**config.mk**
```make
export PLATFORM = sky130hd
export DESIGN_NAME = bin2bcd_scan_feed_flat
export DESIGN_NICKNAME = d
export VERILOG_FILES = /design/src/rtl/bin2bcd_scan_feed_if.sv /design/src/rtl/bin2bcd_scan_feed.sv /design/src/flat_wrapper.sv
export SDC_FILE = /design/constraint.sdc
export NUM_CORES = 1
export LEC_CHECK = 0
export CAP_MARGIN = 20
export CORE_MARGIN = 8
export CORE_UTILIZATION = 43
export DETAILED_ROUTE_END_ITERATION = 12
export PLACE_DENSITY = 0.73
export REMOVE_ABC_BUFFERS = 1
export SLEW_MARGIN = 10
export SYNTH_ARGS = -nofsm -noshare
export SYNTH_HDL_FRONTEND = slang
export SYNTH_SLANG_ARGS = --single-unit
```
**constraint.sdc**
```tcl
create_clock -name clk -period 1.6 [get_ports clk]
set_input_delay 0.16 -clock clk [delete_from_list [all_inputs] [get_ports clk]]
set_output_delay 0.16 -clock clk [all_outputs]
set_load 0.005 [all_outputs]
```
**src/rtl/bin2bcd_scan_feed_if.sv**
```systemverilog
// Request/result bundle between the measurement source and the BCD feed for the 8-digit scan driver.
// The master drives the request; the slave (converter) returns status, digits and masks.
interface bin2bcd_scan_feed_if #(
  parameter int BIN_W = 27
);
  logic             start;
  logic [BIN_W-1:0] bin;
  logic [2:0]       dot_pos;
  logic             busy;
  logic             done;
  logic [3:0]       dat_1;
  logic [3:0]       dat_2;
  logic [3:0]       dat_3;
  logic [3:0]       dat_4;
  logic [3:0]       dat_5;
  logic [3:0]       dat_6;
  logic [3:0]       dat_7;
  logic [3:0]       dat_8;
  logic [7:0]       dat_en;
  logic [7:0]       dot_en;

  modport master (
    output start, bin, dot_pos,
    input  busy, done, dat_1, dat_2, dat_3, dat_4, dat_5, dat_6, dat_7, dat_8,
           dat_en, dot_en
  );

  modport slave (
    input  start, bin, dot_pos,
    output busy, done, dat_1, dat_2, dat_3, dat_4, dat_5, dat_6, dat_7, dat_8,
           dat_en, dot_en
  );
endinterface

```
**src/rtl/bin2bcd_scan_feed.sv**
```systemverilog
// Iterative double-dabble binary-to-BCD converter with leading-zero blanking and dot placement,
// feeding the 8-digit scan driver with outputs that only change on the LOAD edge.
//
// state  | meaning
// IDLE   | waiting for start; outputs hold the last result
// CONV   | one add-3/shift iteration per clk, BIN_W iterations
// LOAD   | register digits and masks, pulse done, back to IDLE
module bin2bcd_scan_feed #(
  parameter int BIN_W    = 27,
  parameter int MAX_VAL  = 99999999,
  parameter bit BLANK_EN = 1'b1
) (
  input logic clk,
  input logic rst_n,
  bin2bcd_scan_feed_if.slave bus
);

  localparam int               CNT_W   = $clog2(BIN_W + 1);
  localparam logic [CNT_W-1:0] LAST_IT = CNT_W'(BIN_W - 1);
  localparam logic [BIN_W-1:0] MAX_V   = BIN_W'(MAX_VAL);

  typedef enum logic [1:0] {
    S_IDLE,
    S_CONV,
    S_LOAD
  } state_t;

  state_t           state;
  logic [BIN_W-1:0] shift_q;
  logic [31:0]      acc_q;
  logic [CNT_W-1:0] cnt_q;
  logic [2:0]       dp_q;
  logic             ovf_q;

  logic             busy_q;
  logic             done_q;
  logic [31:0]      dig_q;
  logic [7:0]       en_q;
  logic [7:0]       dot_q;

  logic [31:0]           acc_adj;
  logic [BIN_W+31:0]     cat_shift;
  logic [7:0]            blank_mask;
  logic [7:0]            en_nxt;
  logic [7:0]            dot_nxt;
  logic [31:0]           dig_nxt;
  logic                  seen;

  // Per-nibble add-3; no carry can leave a nibble since 9+3 < 16.
  always_comb begin
    acc_adj = '0;
    for (int n = 0; n < 8; n++) begin
      if (acc_q[4*n +: 4] >= 4'd5) begin
        acc_adj[4*n +: 4] = acc_q[4*n +: 4] + 4'd3;
      end else begin
        acc_adj[4*n +: 4] = acc_q[4*n +: 4];
      end
    end
    cat_shift = {acc_adj, shift_q} << 1;
  end

  // Scan from SEG1 down: once a nonzero digit is seen, everything to its right stays lit.
  always_comb begin
    seen       = 1'b0;
    blank_mask = '0;
    for (int i = 7; i >= 0; i--) begin
      seen          = seen | (acc_q[4*i +: 4] != 4'd0);
      blank_mask[i] = seen | (3'(i) <= dp_q) | (i == 0);
    end
  end

  always_comb begin
    dig_nxt = acc_q;
    en_nxt  = BLANK_EN ? blank_mask : 8'hFF;
    dot_nxt = (dp_q == 3'd0) ? 8'h00 : (8'h01 << dp_q);
    if (ovf_q) begin
      dig_nxt = 32'hEEEE_EEEE;
      en_nxt  = 8'hFF;
      dot_nxt = 8'h00;
    end
  end

  always_ff @(posedge clk or negedge rst_n) begin
    if (!rst_n) begin
      state   <= S_IDLE;
      shift_q <= '0;
      acc_q   <= '0;
      cnt_q   <= '0;
      dp_q    <= '0;
      ovf_q   <= 1'b0;
      busy_q  <= 1'b0;
      done_q  <= 1'b0;
      dig_q   <= '0;
      en_q    <= 8'h00;
      dot_q   <= 8'h00;
    end else begin
      done_q <= 1'b0;
      case (state)
        S_IDLE: begin
          if (bus.start) begin
            shift_q <= bus.bin;
            acc_q   <= '0;
            cnt_q   <= '0;
            dp_q    <= bus.dot_pos;
            ovf_q   <= (bus.bin > MAX_V);
            busy_q  <= 1'b1;
            state   <= S_CONV;
          end
        end
        S_CONV: begin
          acc_q   <= cat_shift[BIN_W+31:BIN_W];
          shift_q <= cat_shift[BIN_W-1:0];
          cnt_q   <= cnt_q + 1'b1;
          if (cnt_q == LAST_IT) begin
            state <= S_LOAD;
          end
        end
        S_LOAD: begin
          dig_q  <= dig_nxt;
          en_q   <= en_nxt;
          dot_q  <= dot_nxt;
          done_q <= 1'b1;
          busy_q <= 1'b0;
          state  <= S_IDLE;
        end
        default: begin
          state  <= S_IDLE;
          busy_q <= 1'b0;
        end
      endcase
    end
  end

  assign bus.busy   = busy_q;
  assign bus.done   = done_q;
  assign bus.dat_1  = dig_q[31:28];
  assign bus.dat_2  = dig_q[27:24];
  assign bus.dat_3  = dig_q[23:20];
  assign bus.dat_4  = dig_q[19:16];
  assign bus.dat_5  = dig_q[15:12];
  assign bus.dat_6  = dig_q[11:8];
  assign bus.dat_7  = dig_q[7:4];
  assign bus.dat_8  = dig_q[3:0];
  assign bus.dat_en = en_q;
  assign bus.dot_en = dot_q;

endmodule

```
**src/flat_wrapper.sv**
```systemverilog
// flat-port wrapper written by rule: the top's interface ports become plain ports
module bin2bcd_scan_feed_flat 
#(
  parameter int BIN_W    = 27,
  parameter int MAX_VAL  = 99999999,
  parameter bit BLANK_EN = 1'b1
)
  (clk, rst_n, bus_start, bus_bin, bus_dot_pos, bus_busy, bus_done, bus_dat_1, bus_dat_2, bus_dat_3, bus_dat_4, bus_dat_5, bus_dat_6, bus_dat_7, bus_dat_8, bus_dat_en, bus_dot_en);
  bin2bcd_scan_feed_if #(.BIN_W(BIN_W)) bus_i ();
  input logic clk;
  input logic rst_n;
  input wire logic [$bits(bus_i.start)-1:0] bus_start;
  input wire logic [$bits(bus_i.bin)-1:0] bus_bin;
  input wire logic [$bits(bus_i.dot_pos)-1:0] bus_dot_pos;
  output wire logic [$bits(bus_i.busy)-1:0] bus_busy;
  output wire logic [$bits(bus_i.done)-1:0] bus_done;
  output wire logic [$bits(bus_i.dat_1)-1:0] bus_dat_1;
  output wire logic [$bits(bus_i.dat_2)-1:0] bus_dat_2;
  output wire logic [$bits(bus_i.dat_3)-1:0] bus_dat_3;
  output wire logic [$bits(bus_i.dat_4)-1:0] bus_dat_4;
  output wire logic [$bits(bus_i.dat_5)-1:0] bus_dat_5;
  output wire logic [$bits(bus_i.dat_6)-1:0] bus_dat_6;
  output wire logic [$bits(bus_i.dat_7)-1:0] bus_dat_7;
  output wire logic [$bits(bus_i.dat_8)-1:0] bus_dat_8;
  output wire logic [$bits(bus_i.dat_en)-1:0] bus_dat_en;
  output wire logic [$bits(bus_i.dot_en)-1:0] bus_dot_en;
  assign bus_i.start = bus_start;
  assign bus_i.bin = bus_bin;
  assign bus_i.dot_pos = bus_dot_pos;
  assign bus_busy = bus_i.busy;
  assign bus_done = bus_i.done;
  assign bus_dat_1 = bus_i.dat_1;
  assign bus_dat_2 = bus_i.dat_2;
  assign bus_dat_3 = bus_i.dat_3;
  assign bus_dat_4 = bus_i.dat_4;
  assign bus_dat_5 = bus_i.dat_5;
  assign bus_dat_6 = bus_i.dat_6;
  assign bus_dat_7 = bus_i.dat_7;
  assign bus_dat_8 = bus_i.dat_8;
  assign bus_dat_en = bus_i.dat_en;
  assign bus_dot_en = bus_i.dot_en;
  bin2bcd_scan_feed #(.BIN_W(BIN_W), .MAX_VAL(MAX_VAL), .BLANK_EN(BLANK_EN)) u_core (.clk(clk), .rst_n(rst_n), .bus(bus_i));
endmodule
```
# Word-level counts from Yosys, hierarchy flattened
# Index checks and enable logic that the tools add are counted.
word_totals:
  in_bits: 33
  wordCells: 94
  out_inout_bits: 50
  reg_bits: 120
classes:
  shifts: 1
  order_cmp: 16
  n_bitwise: 14
  add_sub_neg: 9
  muxes: 24
  n_eq_ne: 5
  n_reduce_logical: 14
op_table:
  columns: ["cell", "n"]
  rows:
  - ["two-way mux 32 bit", 2]
  - ["case mux 32 bit (2 select lines)", 1]
  - ["case mux 27 bit (2 select lines)", 1]
  - [">= comparator 4 x 3 -> 1 bit (second input constant)", 8]
  - ["adder 4 x 2 -> 4 bit (second input constant)", 7]
  - ["two-way mux 4 bit", 7]
  - ["nonzero test 4 bit", 7]
  - ["> comparator 27 bit (second input constant)", 1]
  - ["two-way mux 27 bit", 1]
  - ["two-way mux 8 bit", 3]
  - ["OR 1 bit", 13]
  - ["<= comparator 3 bit (first input constant)", 4]
  - ["case mux 5 bit (2 select lines)", 1]
  - ["AND reduction 2 bit", 4]
  - ["<< shifter 1 x 3 -> 8 bit (first input constant)", 1]
  - ["<= comparator 2 x 3 -> 1 bit (first input constant)", 2]
  - ["adder 5 x 1 -> 5 bit (second input constant)", 1]
  - ["== test 5 bit (second input constant)", 1]
  - ["two-way mux 5 bit", 1]
  - ["two-way mux 2 bit", 2]
  - ["case mux 2 bit (2 select lines)", 1]
  - ["adder 3 x 2 -> 3 bit (second input constant)", 1]
  - ["<= comparator 1 x 3 -> 1 bit (first input constant)", 1]
  - ["logical NOT 3 bit", 1]
  - ["other kinds (10)", 11]

# Depth between registers and ports, before layout
# Gate-level depths: netlist (run 1).
depth:
  word_depth: 9
  depth_mapped: 7
  depth_no_buf: 6

# Worst setup path before layout (run 1)
# OpenSTA, ideal clock, no wires.
synth_path:
  path_kind: "register to register"
  from: "register u_core.acc_q[16]"
  to: "register u_core.en_q[2], in the netlist u_core.bus.dat_en[2]"
  setup_ns: 0.134
  t_arrival_ns: 1.456
  required_time_ns: 1.466
  path_slack_ns: 0.009
  synth_period_minus_slack_ns: 1.591
  n_path_buf: 0
  path_stages_with_launch: 6
  path_cell_list: "dfrtp_1 inv_1 ha_1 or4b_4 nor4_4 a31oi_1"
synth_via:
  elab_chain_cells: 6
synth_lines:
  columns: ["item", "line_no", "text"]
  rows:
  - ["from (decl)", "bin2bcd_scan_feed.sv:30", "logic [31:0] acc_q;"]
  - ["from (signal assigned)", "bin2bcd_scan_feed.sv:111", "acc_q <= cat_shift[BIN_W+31:BIN_W];"]
  - ["nonzero test 4 bit", "bin2bcd_scan_feed.sv:67", "seen = seen | (acc_q[4*i +: 4] != 4'd0);"]
  - ["OR 1 bit (3 in a row)", "bin2bcd_scan_feed.sv:67", null]
  - ["OR 1 bit", "bin2bcd_scan_feed.sv:68", "blank_mask[i] = seen | (3'(i) <= dp_q) | (i == 0);"]
  - ["two-way mux 8 bit", "bin2bcd_scan_feed.sv:76", "if (ovf_q) begin"]
  - ["to (signal assigned)", "bin2bcd_scan_feed.sv:120", "en_q <= en_nxt;"]
  - ["to (decl)", "bin2bcd_scan_feed.sv:38", "logic [7:0] en_q;"]
# Every way passes these cells.
# A chain may end at the register's enable or synchronous reset.

# Worst setup path in the final report (run 1)
layout_path:
  from: "register u_core.acc_q[16]"
  to: "register u_core.en_q[1], in the netlist u_core.bus.dat_en[1]"
layout_via:
  elab_chain_cells: 7
layout_lines:
  columns: ["item", "line_no"]
  rows:
  - ["nonzero test 4 bit", "bin2bcd_scan_feed.sv:67"]
  - ["OR 1 bit (4 in a row)", "bin2bcd_scan_feed.sv:67"]
  - ["OR 1 bit", "bin2bcd_scan_feed.sv:68"]
  - ["two-way mux 8 bit", "bin2bcd_scan_feed.sv:76"]
# Every way passes these cells.

==> flow_summary.json, run 1 <==
{
  "sequential_share_of_the_synthesized_area_pct": 52.5,
  "num-nets-final": 759,
  "grt-ovfl-total": 0,
  "top_level_ports": 83,
  "synth_commonest_cells": "sky130_fd_sc_hd__nand2_1 (134), sky130_fd_sc_hd__dfrtp_1 (119), sky130_fd_sc_hd__o21ai_0 (52)",
  "dp_hpwl_mm": 9.71,
  "max-clock-path-buffers": 2,
  "fin_setup_tns_ns": -0.0394,
  "clk_pin_slew_ns": 0.05,
  "finalWeightedCongestion": 0.796,
  "clock_insertion_delay_worst_skew_ns": 0.42,
  "die_height_um": 131,
  "remaining_antenna_violation_count_after_routing": 0,
  "grt_start_max_net_pins": 38,
  "critical_path_endpoint_category": "register",
  "h-tree-depth": 4,
  "violations": "setup timing",
  "floorplan.die_area_um2": 17100,
  "cts.sinks": 119,
  "max-cap-violations": 0,
  "final.fill_count": 1087,
  "timing.final.setup_violations": 2,
  "yosysTopAreaCellShare_pct": 52.5,
  "timing_hold_violations_final": 0,
  "io_buffers": 81,
  "critical_path_required_ns": 1.88,
  "period_share_pct": 101,
  "design_area_um2": 7780,
  "yosys-top-cells-area": "sky130_fd_sc_hd__dfrtp_1 (52%), sky130_fd_sc_hd__nand2_1 (8.9%), sky130_fd_sc_hd__ha_1 (5.5%), sky130_fd_sc_hd__o21ai_0 (4.6%), sky130_fd_sc_hd__a22oi_1 (3.4%)",
  "finalWorstPathRequiredPeriod_ns": 1.62,
  "rsz0062_at_grt": "true",
  "detailed_place.area_um2": 6980,
  "total_power_mw": 15.4,
  "fin_cells": 889,
  "core_area_um2": 13100,
  "timing.hold.ws_ns": 0.207,
  "start_util_pct": 43.4,
  "die_width_um": 131,
  "final-max-slew-violation-count": 0,
  "avgRoutedWirePerCell_um": 16.1,
  "fin_worst_skew_ns": 0.00757,
  "outcome": "complete, but fails checks",
  "library_cell_occupying_the_most_area_in_the_post_synthesis_netlist": "sky130_fd_sc_hd__dfrtp_1",
  "crit_family": "simple AND/OR/NAND/NOR gates",
  "highest_net_fanout_along_the_worst_path": 3,
  "fmax_ghz": 0.617,
  "antenna_found_initial": 0,
  "postSynth.topFlopCell": "sky130_fd_sc_hd__dfrtp_1",
  "post-route-drc-count": 0,
  "worst_hold_path_type": "input port to async pin",
  "fin_util_pct": 59.5,
  "post_synth.cell_area_avg_um2": 9.73,
  "worst_ir_drop_vdd_mv": 0.864,
  "area_growth_pct": 37.1,
  "cp_cell_sequence": "inv_2 > ha_4 > or4b_4 > nor4_4 > a31oi_1",
  "wire_length_of_the_first_global_routing_pass_mm": 23.5,
  "place_inst": 855,
  "yosys.cell_count.top_type": "sky130_fd_sc_hd__nand2_1",
  "drive_above_1_share_pct": 18.2,
  "buffer_cell_driving_the_clock_tree_root": "sky130_fd_sc_hd__clkbuf_16",
  "yosys_register_bits": 119,
  "max_slew_margin_pct": 57.6,
  "critPathSlowestCell": "sky130_fd_sc_hd__or4b_4",
  "vias": 4788,
  "cts_buffers": 17,
  "worstMarginPinSlew_ns": 0.635,
  "netlist_area_um2": 5670,
  "number_of_drc_violations_after_detailed_routing_iteration_0": 272,
  "route.detailed.vias_per_inst": 5.39,
  "number_of_enable_flip_flop_cells_after_synthesis": 0,
  "grt.total_usage_pct": 17.4,
  "critPathKind": "register to register",
  "postLayoutSetupSlackWorst_ns": -0.0211,
  "synth_async_sr_flop_share_pct": 100,
  "power_per_cell_area_nw_per_um2": 1980,
  "antenna-diode-count": 0,
  "syn_inst": 583,
  "synth.distinct_cells": 47,
  "worst_setup_path_start_kind": "register",
  "worst-endpoint-arrival_ns": 1.90,
  "total_buffers_and_inverters_traversed_by_the_critical_path": 1,
  "max_stage_delay_ns": 0.48,
  "std_cell_rows": 42,
  "drt_wl_total_mm": 14.4,
  "first_pass_iters": 5,
  "clock_tree_from_tritoncts": "yes",
  "detailedPlace.worstSlack_ns": -0.0617,
  "first_global_vias": 4902,
  "power.static_leakage_nw": 3.52,
  "synth-warning-count": 0
}
[cell type report]
| type | count | area (um2) | area share, % |
|---|---|---|---|
| well taps | 176 | 220 | 2.83 |
| clock buffers | 23 | 478 | 6.14 |
| flip-flops and latches | 119 | 2980 | 38.3 |
| inverters | 20 | 77.6 | 0.997 |
| repair buffers | 136 | 1280 | 16.5 |
| clock inverters | 8 | 169 | 2.17 |
| multi-input cells | 407 | 2570 | 33.1 |
[metal layers]
layer	track usage (%)	routed length, um
met1	21.4	6240
met2	27.9	6920
met3	5.80	886
met4	6.68	312
met5	0	0
[where the power goes]
group | switching, mW | internal (mW) | leakage [nW]
Combinational | 2.99 | 3.14 | 1.76
Clock | 1.32 | 2.87 | 0.317
Sequential | 0.872 | 4.22 | 1.45
[repair_timing]
action,in CTS,in global routing
endpoints found under the hold margin,71,0
gates resized for setup,7,39
gates cloned,0,0
buffers inserted,1,1
pin swaps,2,7
setup endpoints to repair,7,22
hold buffers,1,0
[cell usage in the layout, fill, tap and decap left out, types with 4 or more instances in the layout]
cell type                           n
sky130_fd_sc_hd__xnor2_1            8
sky130_fd_sc_hd__a21oi_2            7
sky130_fd_sc_hd__bufinv_16          5
sky130_fd_sc_hd__nand2_1          134
sky130_fd_sc_hd__clkdlybuf4s50_1   80
sky130_fd_sc_hd__o21ai_0           47
sky130_fd_sc_hd__nor2_1            16
sky130_fd_sc_hd__buf_12             4
sky130_fd_sc_hd__o31ai_1           24
sky130_fd_sc_hd__a32o_1             9
sky130_fd_sc_hd__inv_2              8
sky130_fd_sc_hd__nand3_1           27
sky130_fd_sc_hd__a22o_1             4
sky130_fd_sc_hd__mux2_2             5
sky130_fd_sc_hd__nor3b_1            5
sky130_fd_sc_hd__buf_4             49
sky130_fd_sc_hd__nor3_1             5
sky130_fd_sc_hd__dfrtp_1          116
sky130_fd_sc_hd__o21ai_1            7
sky130_fd_sc_hd__a21oi_1            5
sky130_fd_sc_hd__ha_1              17
sky130_fd_sc_hd__nand4_1            5
sky130_fd_sc_hd__nand2b_1          10
sky130_fd_sc_hd__inv_1             11
sky130_fd_sc_hd__ha_2               5
sky130_fd_sc_hd__a22oi_1           26
sky130_fd_sc_hd__clkbuf_16         17
[sequential cells by signal (all words and copies together) (netlist names)]
| name | flops |
|---|---|
| u_core.state | 2 |
| u_core.bus.dat_en | 8 |
| u_core.shift_q | 27 |
| u_core.dig_q | 32 |
| u_core.ovf_q | 1 |
| u_core.bus.busy | 1 |
| u_core.bus.dot_en | 7 |
| u_core.cnt_q | 5 |
| u_core.dp_q | 3 |
| u_core.acc_q | 32 |
| u_core.bus.done | 1 |
[worst register-to-register path, cell delays in order (launching register included)]
cell and delay (ns):
sky130_fd_sc_hd__dfrtp_1 0.38, sky130_fd_sc_hd__inv_2 0.09, sky130_fd_sc_hd__ha_4 0.13, sky130_fd_sc_hd__or4b_4 0.48, sky130_fd_sc_hd__nor4_4 0.28, sky130_fd_sc_hd__a31oi_1 0.12
[cells by family (layout without fill, tap and decap cells)]
group                      count (synthesis)  count (layout)  synth area share [%]
and+or+nand+nor                          220             220                  18.0
AOI/OAI and AO/OA                        143             143                  16.4
DFF                                      119             119                  52.5
adders and majority gates                 25              25                  5.51
buffers and inverters                     57             187                  4.41
muxes                                      8               8                  1.54
xor gates and xnor gates                  10              10                  1.54
other                                      1               1                0.0661
[final timing paths]
kind                                           start              endpoint  slack (ns)  cells past startpoint
worst max-delay path                u_core.acc_q[16]  u_core.bus.dat_en[1]       -0.02                      5
worst min-delay path                           rst_n      u_core.acc_q[18]        0.21                      2
worst max register to register      u_core.acc_q[16]  u_core.bus.dat_en[1]       -0.02                      5
worst min register to register  u_core.bus.dat_en[0]  u_core.bus.dat_en[0]        0.46                      1
max in group asynchronous                      rst_n       u_core.acc_q[0]        0.86                      3
min in group clk                      bus_dot_pos[1]        u_core.dp_q[1]        0.28                      3
Power figures use the tool's default switching activity.
==> run 2: changes to the inputs <==
Settings changed: HOLD_SLACK_MARGIN set to 0.12, SKIP_CTS_REPAIR_TIMING set to 1.
==> flow_summary.json, run 2 (synthesized netlist as in run 1, its figures left out) <==
{
  "finalWorstPathRequiredPeriod_ns": 1.58,
  "top_level_ports": 83,
  "first_pass_iters": 5,
  "start_util_pct": 43.4,
  "grt-ovfl-total": 0,
  "fin_cells": 894,
  "fmax_ghz": 0.635,
  "final-max-slew-violation-count": 0,
  "critical_path_required_ns": 1.95,
  "worst_ir_drop_vdd_mv": 0.857,
  "antenna-diode-count": 0,
  "num-nets-final": 764,
  "final.fill_count": 1091,
  "power.static_leakage_nw": 3.54,
  "clock_tree_from_tritoncts": "yes",
  "vias": 4778,
  "total_buffers_and_inverters_traversed_by_the_critical_path": 1,
  "worst-endpoint-arrival_ns": 1.93,
  "crit_family": "flip-flops",
  "critPathKind": "register to register",
  "fin_worst_skew_ns": 0.00649,
  "area_growth_pct": 37.2,
  "reg_top3": "u_core.acc_q x32, u_core.dig_q x32, u_core.shift_q x27",
  "rrSetupSlack_ns": 0.02,
  "final_common_cell": "sky130_fd_sc_hd__nand2_1",
  "cts.sinks": 119,
  "antenna_found_initial": 0,
  "highest_net_fanout_along_the_worst_path": 4,
  "multi_input_comb_area_um2": 2550,
  "max-clock-path-buffers": 2,
  "clock_insertion_delay_worst_skew_ns": 0.42,
  "detailed_place.area_um2": 6980,
  "max_slew_margin_pct": 57.5,
  "outcome": "completed",
  "remaining_antenna_violation_count_after_routing": 0,
  "avgRoutedWirePerCell_um": 15.9,
  "post-route-drc-count": 0,
  "die_width_um": 131,
  "h-tree-depth": 4,
  "drt_wl_total_mm": 14.2,
  "cp_cell_sequence": "inv_1 > ha_2 > nand2b_1 > a21oi_2 > mux2_2 > o21ai_1",
  "number_of_drc_violations_after_detailed_routing_iteration_0": 252,
  "std_cell_rows": 42,
  "max-cap-violations": 0,
  "worst_setup_path_start_kind": "register",
  "worst_hold_path_type": "input port to async pin",
  "drive_above_1_share_pct": 18.2,
  "timing.final.setup_violations": 0,
  "grt.total_usage_pct": 17.4,
  "period_share_pct": 98.5,
  "die_height_um": 131,
  "layout_common_cells": "sky130_fd_sc_hd__nand2_1 (134), sky130_fd_sc_hd__dfrtp_1 (117), sky130_fd_sc_hd__clkdlybuf4s50_1 (80)",
  "grt_start_max_net_pins": 38,
  "finalWeightedCongestion": 0.796,
  "power_per_cell_area_nw_per_um2": 1980,
  "route.detailed.vias_per_inst": 5.34,
  "first_global_vias": 4883,
  "core_area_um2": 13100,
  "buffer_cell_driving_the_clock_tree_root": "sky130_fd_sc_hd__clkbuf_16",
  "io_buffers": 81,
  "critPathSlowestCell": "sky130_fd_sc_hd__dfrtp_1",
  "place_inst": 855,
  "design_area_um2": 7780,
  "dp_hpwl_mm": 9.71,
  "clk_pin_slew_ns": 0.06,
  "rsz0062_at_grt": "true",
  "timing_hold_violations_final": 0,
  "max_stage_delay_ns": 0.37,
  "regArea_um2": 2980,
  "critical_path_endpoint_category": "register",
  "floorplan.die_area_um2": 17100,
  "wire_length_of_the_first_global_routing_pass_mm": 23.5,
  "worstMarginPinSlew_ns": 0.635,
  "cts_buffers": 17
}
## run 2: cell types whose count changed in the layout (fill, tap and decap cells not counted), sizes merged
cell  change
buf       +5
## run 2: worst reg2reg max path, stage by stage (launching register included)
cell                       delay [ns]
sky130_fd_sc_hd__dfrtp_1         0.37
sky130_fd_sc_hd__inv_1           0.16
sky130_fd_sc_hd__ha_2            0.24
sky130_fd_sc_hd__nand2b_1        0.10
sky130_fd_sc_hd__a21oi_2         0.18
sky130_fd_sc_hd__mux2_2          0.35
sky130_fd_sc_hd__o21ai_1         0.10
## run 2: layer usage
metal / part of all wire (%) / track usage [%]
met1: 43 / 21.4
met2: 49 / 27.8
met3: 6.4 / 5.84
met4: 1.6 / 6.68
met5: 0 / 0
## run 2: area by class of cell
class / count / area share, %
clock inverters: 8 / 2.17
repair buffers: 141 / 16.8
multi-input cells: 407 / 32.7
inverters: 20 / 0.997
well taps: 176 / 2.83
clock buffers: 23 / 6.14
flip-flops and latches: 119 / 38.3
## run 2: report_power, final
group | internal, mW | switching, mW
logic | 3.16 | 2.96
registers | 4.22 | 0.853
clock network | 2.87 | 1.30
## run 2: final timing paths
kind,from,end,cells past startpoint
max,u_core.acc_q[25],u_core.acc_q[26],6
min in group clk,bus_dot_pos[1],u_core.dp_q[1],3
max in group asynchronous,rst_n,u_core.dig_q[2],3
min reg2reg,u_core.bus.dat_en[0],u_core.bus.dat_en[0],1
min,rst_n,u_core.acc_q[18],2
max reg2reg,u_core.acc_q[25],u_core.acc_q[26],6
## run 2: per-stage QoR
step	setup TNS (ns)	utilization [%]	hold slack, ns	setup slack, ns	power (mW)
finish	0	59.5	0.207	0.0241	15.4
global route	-0.194	59.5	0.230	-0.0539	16.4
CTS	-0.338	58.3	-0.343	-0.221	15.0
detailed placement	-1.06	53.3	0.105	-0.0617	10.7
global placement	-0.503	53.3	0.103	-0.0252	10.4
floorplan	-69.74	-	-0.136	-1.07	8.05
==> run 3: changes to the inputs <==
Settings changed: ABC_AREA set to 0.
==> results of run 3 <==
No change in the layout: final DEF, timing and power equal those of run 2.
==> variant 1 (settings of run 1) <==
`BLANK_EN` is set to 1'b1 in 2 places; all go to 1'b0.
--- a/src/rtl/bin2bcd_scan_feed.sv
+++ b/src/rtl/bin2bcd_scan_feed.sv
@@ -10,3 +10,3 @@
   parameter int MAX_VAL  = 99999999,
-  parameter bit BLANK_EN = 1'b1
+  parameter bit BLANK_EN = 1'b0
 ) (
--- a/src/flat_wrapper.sv
+++ b/src/flat_wrapper.sv
@@ -5,3 +5,3 @@
   parameter int MAX_VAL  = 99999999,
-  parameter bit BLANK_EN = 1'b1
+  parameter bit BLANK_EN = 1'b0
 )
Check against the original RTL: no difference found for any inputs over 10 cycles, from zero or initial values and one cycle with rst_n low; that may be too few to reach the edited logic, so the function may still have changed.
==> variant 1 against run 1 <==
The flow still finishes with violations (setup timing). Design area is 15% lower. Synthesized area is 9.1% lower. Synthesized cell count is 12% lower. Final cell count is 16% lower. Power is 20% lower. Worst setup slack worse by 0.10 ns. Non-clock buffer count is 21 lower. Critical path depth is 1 higher. Routed wire length is 20% lower. Sequential cell count is 7 lower. Highest routed layer unchanged.
==> variant 1: results (changes against run 1) <==
[global_route]
antenna_found_initial = 0  ; unchanged
grt_pass1_vias = 4196  ; -14%
grt_pass1_wl_um = 19900  ; -15%

[cells_and_area]
drive_gt1_share_pct = 10.8  ; -7.5 points
layout.cells.non_filler = 751  ; -16%
nets = 651  ; -14%

[synthesis]
yosysUniqueCellTypes = 38  ; -19%
syn-mean-instance-area_um2 = 10.1  ; +3.5%
yosys-top-cells-count = dfrtp_1 (112), nand2_1 (103), o21ai_0 (49)
synth_seq_area_share_pct = 54.3  ; +1.9 points
ys_top_cells_by_area = dfrtp_1 (54%), nand2_1 (7.5%), o21ai_0 (4.8%)

[cts]
cts_buffers = 9  ; -8
clk_latency_ns = 0.35  ; -0.07 ns
clk_pin_slew_ns = 0.07  ; +0.02 ns
post_cts_buffers = 0  ; -1

[placement]
hpwl_um = 8130  ; -16%
dp.cells = 735  ; -14%
placed_cell_area_um2 = 6260  ; -10%
pre_cts_slack_ns = -0.291  ; -0.229 ns
gp_congestion = 0.760  ; -4.5%

[sta]
tightest_slew_ns = 0.781  ; +0.147 ns
final.setup.worst_slack_ns = -0.122  ; -0.101 ns
tns_ns = -1.62  ; -1.58 ns
finalSetupViolCount = 25  ; +23
skew_ns = 0.00853  ; +0.000963 ns

[setup_path]
crit_fanout = 34  ; +31
crit_slowest_cell = dfrtp_1
slowest_delay_ns = 0.43  ; -0.05 ns
arrival_ns = 2.01  ; +0.11 ns
r2r_cells = 6  ; +1

[power_and_ir_drop]
leakagePower_uw = 0.00302  ; -14%

[detailed_routing]
wl_met3_um = 627  ; -29%
avgViaCountPerCell = 5.33  ; -1.0%
wl_per_cell_um = 15.2  ; -5.6%
routed-wl-met2_um = 5570  ; -19%
wl_met1_um = 5060  ; -19%
drt-initial-drc-count = 257  ; -5.5%

[status]
status = finished, violations left
violations = setup timing

## variant 1: cell types whose count changed in the layout (fill, tap and decap cells not counted), moves of 6 or more
cell       delta
nor2_1       +11
buf_4        -22
o31ai_1       -6
clkbuf_16     -8
o32ai_1       +7
inv_1        +11
nand2_1      -31
o22ai_1       +8
inv_2         -8
nand3_1      -19
## variant 1: critical path, delay by kind of cell (launching register included)
family	cells	cell delay, ns
flip-flops	1	0.43
buffers and inverters	2	0.43
AO/OA/AOI/OAI	1	0.20
AND/OR/NAND/NOR	3	0.60
## variant 1: final timing paths
check / from / to / slack [ns]
min in group clk: bus_dot_pos[2] / u_core.dp_q[2] / 0.37
hold / removal: rst_n / u_core.shift_q[19] / 0.26
max in group asynchronous: rst_n / u_core.dig_q[21] / 0.61
setup reg to reg: u_core.state[0] / u_core.ovf_q / -0.12
setup / recovery: u_core.state[0] / u_core.ovf_q / -0.12
hold reg to reg: u_core.dig_q[29] / u_core.dig_q[29] / 0.48
## variant 1: layer usage
layer	vias up	track usage, %
met1	1949	18.2
met2	89	25.4
met5	-	0
met3	16	3.99
met4	0	5.59
li1	1949	-
## variant 1: layout make-up
type                            instances  area (um^2)
Clock buffer                           12          246
Clock inverter                          3         90.1
Fill cell                            1025         5220
Inverter                               22         82.6
Multi-Input combinational cell        340         2100
Sequential cell                       112         2800
Tap cell                              147          184
Timing Repair Buffer                  115         1140
## variant 1: power by group
group	switching (uW)	internal (uW)
logic	2360	2640
registers	885	3980
clock network	965	1570
## variant 1: logic make-up after synthesis
| kind of cell | synth area share, % |
|---|---|
| xor gates and xnor gates | 2.55 |
| muxes | 1.67 |
| other | 0.0727 |
| AOI/OAI and AO/OA | 17.1 |
| and+or+nand+nor | 14.2 |
| adders and majority gates | 4.37 |
| DFF | 54.3 |
| buffers and inverters | 5.73 |
==> variant 2 (settings of run 1) <==
Without the edit above. Encoding of `state_t`: now one-hot (3 bits for 3 states).
--- a/src/rtl/bin2bcd_scan_feed.sv
+++ b/src/rtl/bin2bcd_scan_feed.sv
@@ -21,6 +21,6 @@
 
-  typedef enum logic [1:0] {
-    S_IDLE,
-    S_CONV,
-    S_LOAD
+  typedef enum logic [2:0] {
+    S_IDLE = 3'b001,
+    S_CONV = 3'b010,
+    S_LOAD = 3'b100
   } state_t;
Function: same outputs for any inputs over 10 cycles, from zero or initial values and one cycle with rst_n low; not proved beyond that.
==> variant 2 against run 1 <==
The flow still finishes with violations (setup timing). Die area is the same. Critical path depth grew 2. Sequential cell count grew 1. Synthesized area is the same. Via count is essentially flat. Design area grew 0.51%. Clock skew shrank 0.0014 ns. Worst setup slack lost 0.18 ns. Count of clock-buffer cells in the layout grew 2. Non-clock buffer count grew 12. Routed wire length grew 1.8%. Critical endpoint is now u_core.bus.dat_en[5].
Power is not compared: it rests on default switching activity, and its combinational part moved more than twofold at a synthesized area within 25%.
==> variant 2: results (changes against run 1) <==
[status]
status = finished, violations left
violations = setup timing

[placement]
pre_cts_slack_ns = -0.217  ; -0.155 ns
gp_congestion = 0.798  ; +0.23%
placed_cell_area_um2 = 7100  ; +1.7%
dp.cells = 855  ; unchanged
hpwl_um = 10100  ; +3.8%
io_buffer_count = 81  ; unchanged

[global_route]
grt_pass1_vias = 4948  ; +0.94%
grt_max_degree = 53  ; +39%
track_usage_pct = 17.7  ; +0.28 points
grt_pass1_wl_um = 23800  ; +1.2%
antenna_found_initial = 0  ; unchanged

[detailed_routing]
wl_met1_um = 6150  ; -1.4%
wl_met3_um = 919  ; +3.7%
avgViaCountPerCell = 5.36  ; -0.49%
routed-wl-met2_um = 7330  ; +6.0%
vias = 4786  ; -0.042%
drt_wl_total_um = 14600  ; +1.8%
drt-initial-drc-count = 389  ; +43%
routed.top_layer = met4

[synthesis]
ys_top_cells_by_area = dfrtp_1 (52%), nand2_1 (9.3%), ha_1 (5.5%)
yosys-top-cells-count = nand2_1 (140), dfrtp_1 (119), o21ai_0 (51)
synthArstFlopShare_pct = 100  ; unchanged
yosysUniqueCellTypes = 45  ; -4.3%
synth_seq_area_share_pct = 53.0  ; +0.46 points
yosys_most_used_dff = dfrtp_1
synth-xor-area-share_pct = 1.70  ; +0.15 points
synth_fa_ha_area_share_pct = 5.51  ; unchanged
syn_inst = 578  ; -0.86%
yosys_warnings = 0  ; unchanged
muxShareOfSynthArea_pct = 1.54  ; unchanged
synth_compound_area_share_pct = 16.9  ; +0.42 points

[cells_and_area]
nFillCells = 1045  ; -3.9%
nets = 765  ; +0.79%
largestRegisters = u_core.acc_q: 32 flops, u_core.dig_q: 32 flops, u_core.shift_q: 27 flops
n_antenna_cell = 0  ; unchanged
drive_gt1_share_pct = 18.3  ; +0.038 points

[sta]
whs_ns = 0.143  ; -0.0643 ns
skew_ns = 0.00619  ; -0.00138 ns
finalSetupViolCount = 8  ; +6
final.setup.worst_slack_ns = -0.200  ; -0.179 ns
tns_ns = -1.01  ; -0.972 ns

[cts]
clk_pin_slew_ns = 0.05  ; about the same
cts_buffer_depth = 2  ; unchanged
clock-root-buffer = clkbuf_16
htree_levels = 4  ; unchanged

[setup_path]
crit-reg2reg-launch = u_core.acc_q[28]
crit_fanout = 3  ; unchanged
endpoint = u_core.bus.dat_en[5]
r2r_cells = 7  ; +2
arrival_ns = 2.09  ; +0.19 ns

[power_and_ir_drop]
leakagePower_uw = 0.00354
max-vdd-ir-drop_mv = 0.924

variant 2: worst max-delay path, stage by stage (launching register included):
cell     delay, ns
dfrtp_1       0.39
inv_2         0.06
ha_1          0.13
or4b_4        0.48
nor4b_4       0.24
buf_4         0.16
a31oi_1       0.07
a21o_1        0.17
variant 2: metal layers:
layer,up-vias,global-route usage [%]
li1,2283,-
met1,2343,20.6
met2,137,30.9
met3,23,5.03
met4,0,5.81
met5,-,0
variant 2: where the power goes:
group	internal, uW	switching [uW]	leakage (uW)	total, uW
combinational	1360	1680	0.00178	3040
clock	2100	1250	0.000259	3350
sequential	3560	415	0.00151	3980
variant 2: worst min-delay path by stage:
stage / start / to / cells after the start
3_5_place_dp: rst_n / u_core.dig_q[18] / 1
4_1_cts: rst_n / u_core.dig_q[16] / 2
2_1_floorplan: rst_n / u_core.acc_q[0] / 0
6_report: rst_n / u_core.dig_q[16] / 2
3_3_place_gp: rst_n / u_core.dig_q[17] / 1
5_1_grt: rst_n / u_core.dig_q[16] / 2
variant 2: final cells by class:
type | count | area (um^2) | area share (%)
clock inverter | 4 | 20.0 | 0.256
timing repair buffer | 148 | 1430 | 18.3
multi-input combinational | 401 | 2570 | 32.9
clock buffer | 25 | 495 | 6.34
inverter | 19 | 71.3 | 0.912
sequential | 120 | 3010 | 38.4
tap | 176 | 220 | 2.82
variant 2: repair_timing:
action / CTS / global route
setup endpoints to repair: 41 / 60
hold endpoints to repair: 119 / 0
hold buffers: 1 / 0
gates resized for setup: 11 / 27
setup buffers: 4 / 4
pin swaps: 4 / 8
